<file path="src/rtl/mult_div_unit_if.sv">
// Request/result bundle between the control FSM and the multiply/divide unit.
// The master side drives requests; the slave side returns HI/LO and the handshake.
interface mult_div_unit_if #(parameter int N = 32);
    logic         start;
    logic [2:0]   op;
    logic [N-1:0] rs_data;
    logic [N-1:0] rt_data;
    logic         busy;
    logic         done;
    logic [N-1:0] hi;
    logic [N-1:0] lo;

    modport master (output start, op, rs_data, rt_data, input busy, done, hi, lo);
    modport slave  (input start, op, rs_data, rt_data, output busy, done, hi, lo);
endinterface

</file>
<file path="src/rtl/mult_div_unit.sv">
// Iterative MULT/MULTU/DIV/DIVU unit with HI/LO registers and MTHI/MTLO.
// Magnitude shift-add / restoring division over N cycles, sign fix-up in FINISH.
module mult_div_unit #(
    parameter int N = 32
) (
    input  logic           clk,
    input  logic           rst,
    mult_div_unit_if.slave bus
);
    localparam int CW = $clog2(N) + 1;

    typedef enum logic [1:0] {IDLE, RUN, FINISH} state_t;

    state_t         state;
    logic [CW-1:0]  count;
    // acc_hi/acc_lo are the product halves for multiply, remainder/quotient for divide
    logic [N-1:0]   acc_hi;
    logic [N-1:0]   acc_lo;
    logic [N-1:0]   mcand;
    logic           is_div;
    logic           neg_q;
    logic           neg_r;
    logic           div_zero;

    logic           op_signed;
    logic [N-1:0]   rs_mag;
    logic [N-1:0]   rt_mag;
    logic [N:0]     mul_sum;
    logic [N:0]     rem_shift;
    logic           rem_ge;
    logic [N-1:0]   step_hi;
    logic [N-1:0]   step_lo;
    logic [2*N-1:0] prod_fix;
    logic [N-1:0]   q_fix;
    logic [N-1:0]   r_fix;

    always_comb begin
        op_signed = (bus.op == 3'd0) || (bus.op == 3'd2);
        rs_mag    = (op_signed && bus.rs_data[N-1]) ? -bus.rs_data : bus.rs_data;
        rt_mag    = (op_signed && bus.rt_data[N-1]) ? -bus.rt_data : bus.rt_data;

        mul_sum   = acc_lo[0] ? ({1'b0, acc_hi} + {1'b0, mcand}) : {1'b0, acc_hi};
        rem_shift = {acc_hi, acc_lo[N-1]};
        rem_ge    = rem_shift >= {1'b0, mcand};

        if (is_div) begin
            step_hi = rem_ge ? N'(rem_shift - {1'b0, mcand}) : rem_shift[N-1:0];
            step_lo = {acc_lo[N-2:0], rem_ge};
        end else begin
            step_hi = mul_sum[N:1];
            step_lo = {mul_sum[0], acc_lo[N-1:1]};
        end

        prod_fix = neg_q ? -{acc_hi, acc_lo} : {acc_hi, acc_lo};
        // divisor zero: remainder already equals the dividend, quotient forced to all ones
        q_fix    = div_zero ? '1 : (neg_q ? -acc_lo : acc_lo);
        r_fix    = neg_r ? -acc_hi : acc_hi;
    end

    always_ff @(posedge clk) begin
        if (rst) begin
            state    <= IDLE;
            count    <= '0;
            acc_hi   <= '0;
            acc_lo   <= '0;
            mcand    <= '0;
            is_div   <= 1'b0;
            neg_q    <= 1'b0;
            neg_r    <= 1'b0;
            div_zero <= 1'b0;
            bus.busy <= 1'b0;
            bus.done <= 1'b0;
            bus.hi   <= '0;
            bus.lo   <= '0;
        end else begin
            case (state)
                IDLE: begin
                    bus.done <= 1'b0;
                    if (bus.start) begin
                        case (bus.op)
                            3'd0, 3'd1, 3'd2, 3'd3: begin
                                is_div   <= bus.op[1];
                                acc_hi   <= '0;
                                acc_lo   <= bus.op[1] ? rs_mag : rt_mag;
                                mcand    <= bus.op[1] ? rt_mag : rs_mag;
                                neg_q    <= op_signed && (bus.rs_data[N-1] ^ bus.rt_data[N-1]);
                                neg_r    <= op_signed && bus.rs_data[N-1];
                                div_zero <= bus.op[1] && (bus.rt_data == '0);
                                count    <= '0;
                                bus.busy <= 1'b1;
                                state    <= RUN;
                            end
                            3'd4:    bus.hi <= bus.rs_data;
                            3'd5:    bus.lo <= bus.rs_data;
                            default: ;
                        endcase
                    end
                end
                RUN: begin
                    acc_hi <= step_hi;
                    acc_lo <= step_lo;
                    count  <= count + 1'b1;
                    if (count == CW'(N - 1))
                        state <= FINISH;
                end
                FINISH: begin
                    if (is_div) begin
                        bus.hi <= r_fix;
                        bus.lo <= q_fix;
                    end else begin
                        bus.hi <= prod_fix[2*N-1:N];
                        bus.lo <= prod_fix[N-1:0];
                    end
                    bus.done <= 1'b1;
                    bus.busy <= 1'b0;
                    state    <= IDLE;
                end
                default: state <= IDLE;
            endcase
        end
    end
endmodule

</file>
<file path="src/flat_wrapper.sv">
// flat-port wrapper written by rule: the top's interface ports become plain ports
module mult_div_unit_flat 
#(
    parameter int N = 32
)
  (clk, rst, bus_start, bus_op, bus_rs_data, bus_rt_data, bus_busy, bus_done, bus_hi, bus_lo);
  mult_div_unit_if #(.N(N)) bus_i ();
  input  logic clk;
  input  logic rst;
  input wire logic [$bits(bus_i.start)-1:0] bus_start;
  input wire logic [$bits(bus_i.op)-1:0] bus_op;
  input wire logic [$bits(bus_i.rs_data)-1:0] bus_rs_data;
  input wire logic [$bits(bus_i.rt_data)-1:0] bus_rt_data;
  output wire logic [$bits(bus_i.busy)-1:0] bus_busy;
  output wire logic [$bits(bus_i.done)-1:0] bus_done;
  output wire logic [$bits(bus_i.hi)-1:0] bus_hi;
  output wire logic [$bits(bus_i.lo)-1:0] bus_lo;
  assign bus_i.start = bus_start;
  assign bus_i.op = bus_op;
  assign bus_i.rs_data = bus_rs_data;
  assign bus_i.rt_data = bus_rt_data;
  assign bus_busy = bus_i.busy;
  assign bus_done = bus_i.done;
  assign bus_hi = bus_i.hi;
  assign bus_lo = bus_i.lo;
  mult_div_unit #(.N(N)) u_core (.clk(clk), .rst(rst), .bus(bus_i));
endmodule
</file>
<file path="config.mk">
export PLATFORM = sky130hd
export DESIGN_NAME = mult_div_unit_flat
export DESIGN_NICKNAME = d
export VERILOG_FILES = /design/src/rtl/mult_div_unit_if.sv /design/src/rtl/mult_div_unit.sv /design/src/flat_wrapper.sv
export SDC_FILE = /design/constraint.sdc
export NUM_CORES = 1
export LEC_CHECK = 0
export ABC_AREA = 1
export CORE_ASPECT_RATIO = 2
export CORE_MARGIN = 2
export CORE_UTILIZATION = 50
export DETAILED_ROUTE_END_ITERATION = 8
export PLACE_DENSITY = 0.72
export SLEW_MARGIN = 25
export SYNTH_ARGS = -nofsm -noshare
export SYNTH_HDL_FRONTEND = slang
export SYNTH_SLANG_ARGS = --single-unit
</file>
<file path="constraint.sdc">
create_clock -name clk -period 2.3 [get_ports clk]
set_clock_uncertainty 0.05 [all_clocks]
set_input_delay 0.345 -clock clk [delete_from_list [all_inputs] [get_ports clk]]
set_output_delay 0.345 -clock clk [all_outputs]
set_load 0.1 [all_outputs]
</file>
==> impl_metrics.json, run 1 <==
{
  "synthCells": 3391,
  "synth_area_leader_cell": "nand2_1",
  "cts.sinks": 174,
  "syn_avg_cell_area_um2": 5.48,
  "ys.flop_type": "dfxtp_1",
  "synth-edff-count": 0,
  "place.port_buffers": 135,
  "synth_top_area_share_pct": 19.5,
  "hpwlAfterDp_mm": 85.8,
  "status": "did not finish",
  "clockBufferDepth": 2,
  "yosysSeqAreaShare_pct": 18.8,
  "dieWidth_um": 140,
  "htree_levels": 4,
  "fp-row-count": 99,
  "cts_made_buffers": 17,
  "clockRootBuffer": "clkbuf_16",
  "hold_buffers": 0,
  "haltStage": "global routing (5_1_grt)",
  "syn_nets": 3532,
  "die_h_um": 277,
  "yosysMostFrequentCell": "nand2_1",
  "gp_congestion": 1.30,
  "ys_top_cells_by_area": "nand2_1 (20%), dfxtp_1 (19%), inv_1 (10%)",
  "postSynth.asyncResetShare_pct": 0,
  "netlist_top_cells_count": "nand2_1 (967), inv_1 (499), nor2_1 (380)",
  "track_usage_pct": 63.2,
  "error": "[ERROR GRT-0116] Global routing finished with congestion. Check the congestion regions in the DRC Viewer.",
  "synth_cell_types": 55,
  "netlist_area_um2": 18600,
  "grt_pass1_vias": 28400,
  "ys_warn_count": 0,
  "initial_utilization_pct": 50.8,
  "synth-seq-cells": 174,
  "grt_pass1_wl_mm": 186,
  "grt_max_degree": 70,
  "boundaryPins": 136,
  "gr-total-overflow": 89
}
## stage by stage
step / setup WS [ps] / cell area [um^2] / util, % / instances
after floorplan: 35.3 / 18600 / - / 3391
after global placement: -517 / 24300 / 66.6 / 4433
after detailed placement: -562 / 24300 / 66.6 / 4433
after CTS: -89.5 / 26000 / 71.2 / 4472
## kinds of logic after synthesis
kind of cell / after synthesis / synth area share, %
flip-flops: 174 / 18.8
AND/OR/NAND/NOR: 1816 / 41.6
XOR/XNOR: 63 / 2.97
adder cells (fa/ha/maj): 71 / 4.86
buffers and inverters: 643 / 13.4
AO/OA/AOI/OAI: 624 / 18.4
## routing by layer
metal  GRT overflow  track usage (%)
met5              0             1.28
met4             41             71.9
met3              0             34.3
met1              0             60.7
met2             48             88.8
## timing repair
item | CTS
setup endpoints to repair | 41
pin swaps | 26
gates cloned | 3
setup buffers | 5
gates resized for setup | 198
==> inputs of run 2 (changes only) <==
--- a/config.mk
+++ b/config.mk
@@ -6,11 +6,10 @@
 export NUM_CORES = 1
 export LEC_CHECK = 0
 export ABC_AREA = 1
-export CORE_ASPECT_RATIO = 2
 export CORE_MARGIN = 2
-export CORE_UTILIZATION = 50
+export CORE_UTILIZATION = 35
 export DETAILED_ROUTE_END_ITERATION = 8
-export PLACE_DENSITY = 0.72
+export PLACE_DENSITY_LB_ADDON = 0.15
 export SLEW_MARGIN = 25
 export SYNTH_ARGS = -nofsm -noshare
 export SYNTH_HDL_FRONTEND = slang
==> constraint.sdc (replaced) <==
create_clock -name clk -period 3 [get_ports clk]
set_clock_uncertainty 0.05 [all_clocks]
set_input_delay 0.45 -clock clk [delete_from_list [all_inputs] [get_ports clk]]
set_output_delay 0.45 -clock clk [all_outputs]
set_load 0.1 [all_outputs]
==> run 2 against run 1 <==
Against the previous run:
- the run now ends clean
- synthesized area stayed put
- synthesized cell count is the same
==> impl_metrics.json, run 2 <==
{
  "status": "complete, no violations",
  "synth-seq-cells": 174,
  "postSynth.asyncResetShare_pct": 0,
  "netlist_area_um2": 18600,
  "period_share_pct": 93.4,
  "clock_power_share_pct": 26.0,
  "crit_top_cell": "nand2_1",
  "htree_levels": 4,
  "leakage_nw": 11.0,
  "cellPowerDensity_nw_per_um2": 406,
  "routed_wl_mm": 95.6,
  "cpMaxStageDelayCell": "ha_1",
  "core_um2": 52600,
  "syn_avg_cell_area_um2": 5.48,
  "grt_pass1_vias": 21257,
  "critPathLaunchType": "register",
  "rsz0062_at_grt": "no",
  "vias": 23283,
  "cts_made_buffers": 17,
  "finalPower_mw": 8.85,
  "holdCritPathClass": "register to register",
  "yosysMostFrequentCell": "nand2_1",
  "grt_max_degree": 86,
  "worstMarginPinSlew_ps": 952,
  "ys_top_cells_by_area": "nand2_1 (20%), dfxtp_1 (19%), inv_1 (10%)",
  "hpwlAfterDp_mm": 78.2,
  "clkLatencyLatePin_ps": 500,
  "drive_above_1_share_pct": 9.21,
  "synth_xor_area_share_pct": 2.97,
  "area_delta_synth_final_pct": 17.4,
  "mostFrequentLayoutCell": "nand2_1",
  "boundaryPins": 136,
  "cts_tree": "yes",
  "end_kind": "register",
  "synthSimpleGateAreaFrac_pct": 41.6,
  "cp_data_arrival_time_ps": 3110,
  "dr.pass1.iters": 6,
  "comb_power_share_pct": 44.4,
  "multi_input_area_um2": 12600,
  "crit_type": "register to register",
  "die_h_um": 234,
  "p_sw_share_pct": 46.7,
  "syn_nets": 3532,
  "fill_cells": 5995,
  "path_cells": "inv_1 -> ha_1 -> nand2_1 -> inv_2 -> nand2_1 -> nand2_1 -> inv_2 -> nand3_2 -> nand2_2 -> nand2_2 -> nand2_4 -> nand2_8 -> buf_12 -> nor2_8 -> buf_4 -> nand2_1 -> nand3_1 -> a21oi_1",
  "cap_violations": 0,
  "timing.hold.ws_ps": 417,
  "postCtsResizedCells": 0,
  "synthCells": 3391,
  "clk_pin_slew_ps": 80,
  "synth_cell_types": 55,
  "fp-row-count": 84,
  "place.port_buffers": 135,
  "gr-total-overflow": 0,
  "period_minus_slack_ps": 2800,
  "synth-edff-count": 0,
  "drc_errors": 0,
  "regArea_um2": 3490,
  "max_stage_delay_ps": 440,
  "post_drt_via_cell_ratio": 5.47,
  "postCtsSetupRepairBufs": 0,
  "finalSetupViolCount": 0,
  "die_area_um2": 54900,
  "finalMaxSlewViolations": 0,
  "hold_buffers": 0,
  "num_antenna_cells": 0,
  "gp_congestion": 1.04,
  "synth_fa_ha_area_share_pct": 4.86,
  "cp_max_fo": 13,
  "irDropWorstVdd_uv": 447,
  "ys_warn_count": 0,
  "initial_utilization_pct": 35.3,
  "layout_common_cells": "nand2_1 (967), inv_1 (497), nor2_1 (379)",
  "synth_area_leader_cell": "nand2_1",
  "p_sw_mw": 4.13,
  "dieWidth_um": 234,
  "setup_tns_ps": 0,
  "power.internal_mw": 4.72,
  "hold_viol_final": 0,
  "relSlewSlack_pct": 36.5,
  "synth_top_family_by_area": "simple AND/OR/NAND/NOR gates",
  "p_seq_share_pct": 29.6,
  "track_usage_pct": 34.6,
  "drt-wirelength-per-cell_um": 22.5,
  "antenna_found_initial": 1,
  "fmax_mhz": 357,
  "required_ps": 3310,
  "clockRootBuffer": "clkbuf_16",
  "detail-route-antenna-nets": 0,
  "grt_pass1_wl_mm": 138,
  "cts.sinks": 174,
  "clockBufferDepth": 2,
  "ys.flop_type": "dfxtp_1",
  "finalNetCount": 3699,
  "muxShareOfSynthArea_pct": 0,
  "synth_top_area_share_pct": 19.5,
  "synth_compound_area_share_pct": 18.4,
  "netlist_top_cells_count": "nand2_1 (967), inv_1 (499), nor2_1 (380)",
  "first_iter_violations": 2900,
  "yosysSeqAreaShare_pct": 18.8
}
[run 2: cell counts after synthesis]
Identical to the previous run, type by type.
[run 2: final cells by class]
cell class	instances	area share (%)
multi-input combinational	2574	57.8
inverter	515	8.88
sequential	174	16.0
timing repair buffer	276	10.8
clock buffer	19	2.03
clock inverter	13	0.557
tap	688	3.95
[run 2: kinds of logic after synthesis]
kind of cell	after synthesis
XOR/XNOR	63
AO/OA/AOI/OAI	624
AND/OR/NAND/NOR	1816
adder cells (fa/ha/maj)	71
flip-flops	174
buffers and inverters	643
[run 2: power groups by stage]
stage	Combinational [mW]	Clock, mW	Sequential, mW
after floorplan	2.13	0	2.99
after global placement	3.84	0	2.67
after detailed placement	3.82	0	2.67
after CTS	3.84	2.32	2.61
after global routing	4.23	2.40	2.63
final	3.93	2.30	2.62
[run 2: metrics by stage]
step / instances / instance area (um^2) / setup WS, ps / utilization [%]
after floorplan: 3391 / 18600 / 735 / -
after global placement: 4227 / 21200 / 42.8 / 40.4
after detailed placement: 4227 / 21200 / 99.9 / 40.4
after CTS: 4259 / 21800 / 264 / 41.5
after global routing: 4259 / 21800 / 63.0 / 41.5
final: 4259 / 21800 / 198 / 41.5
[run 2: worst max-delay path, delay by kind of cell, from the launching register on]
family | cells | cell delay [ps]
simple gates | 11 | 980
buf+inv | 5 | 670
fa+ha+maj | 1 | 440
flops | 1 | 430
compound gates | 1 | 60
[run 2: per-layer routing]
| metal | track usage, % | part of all wire, % | vias to the layer above |
|---|---|---|---|
| met5 | 0 | 0 | - |
| met4 | 19.8 | 6.3 | 0 |
| met3 | 5.20 | 7.9 | 208 |
| met2 | 53.6 | 43 | 1148 |
| met1 | 45.7 | 42 | 10698 |
| li1 | - | - | 11229 |
[run 2: worst paths after layout]
| kind | startpoint | endpoint | slack (ps) | cells after the start |
|---|---|---|---|---|
| setup / recovery | u_core.mcand[8] | u_core.acc_hi[18] | 200 | 18 |
| hold reg to reg | u_core.count[4] | u_core.count[4] | 420 | 2 |
| hold / removal | u_core.count[4] | u_core.count[4] | 420 | 2 |
| setup reg to reg | u_core.mcand[8] | u_core.acc_hi[18] | 200 | 18 |
Note: power is estimated with default switching activity, not from simulation.
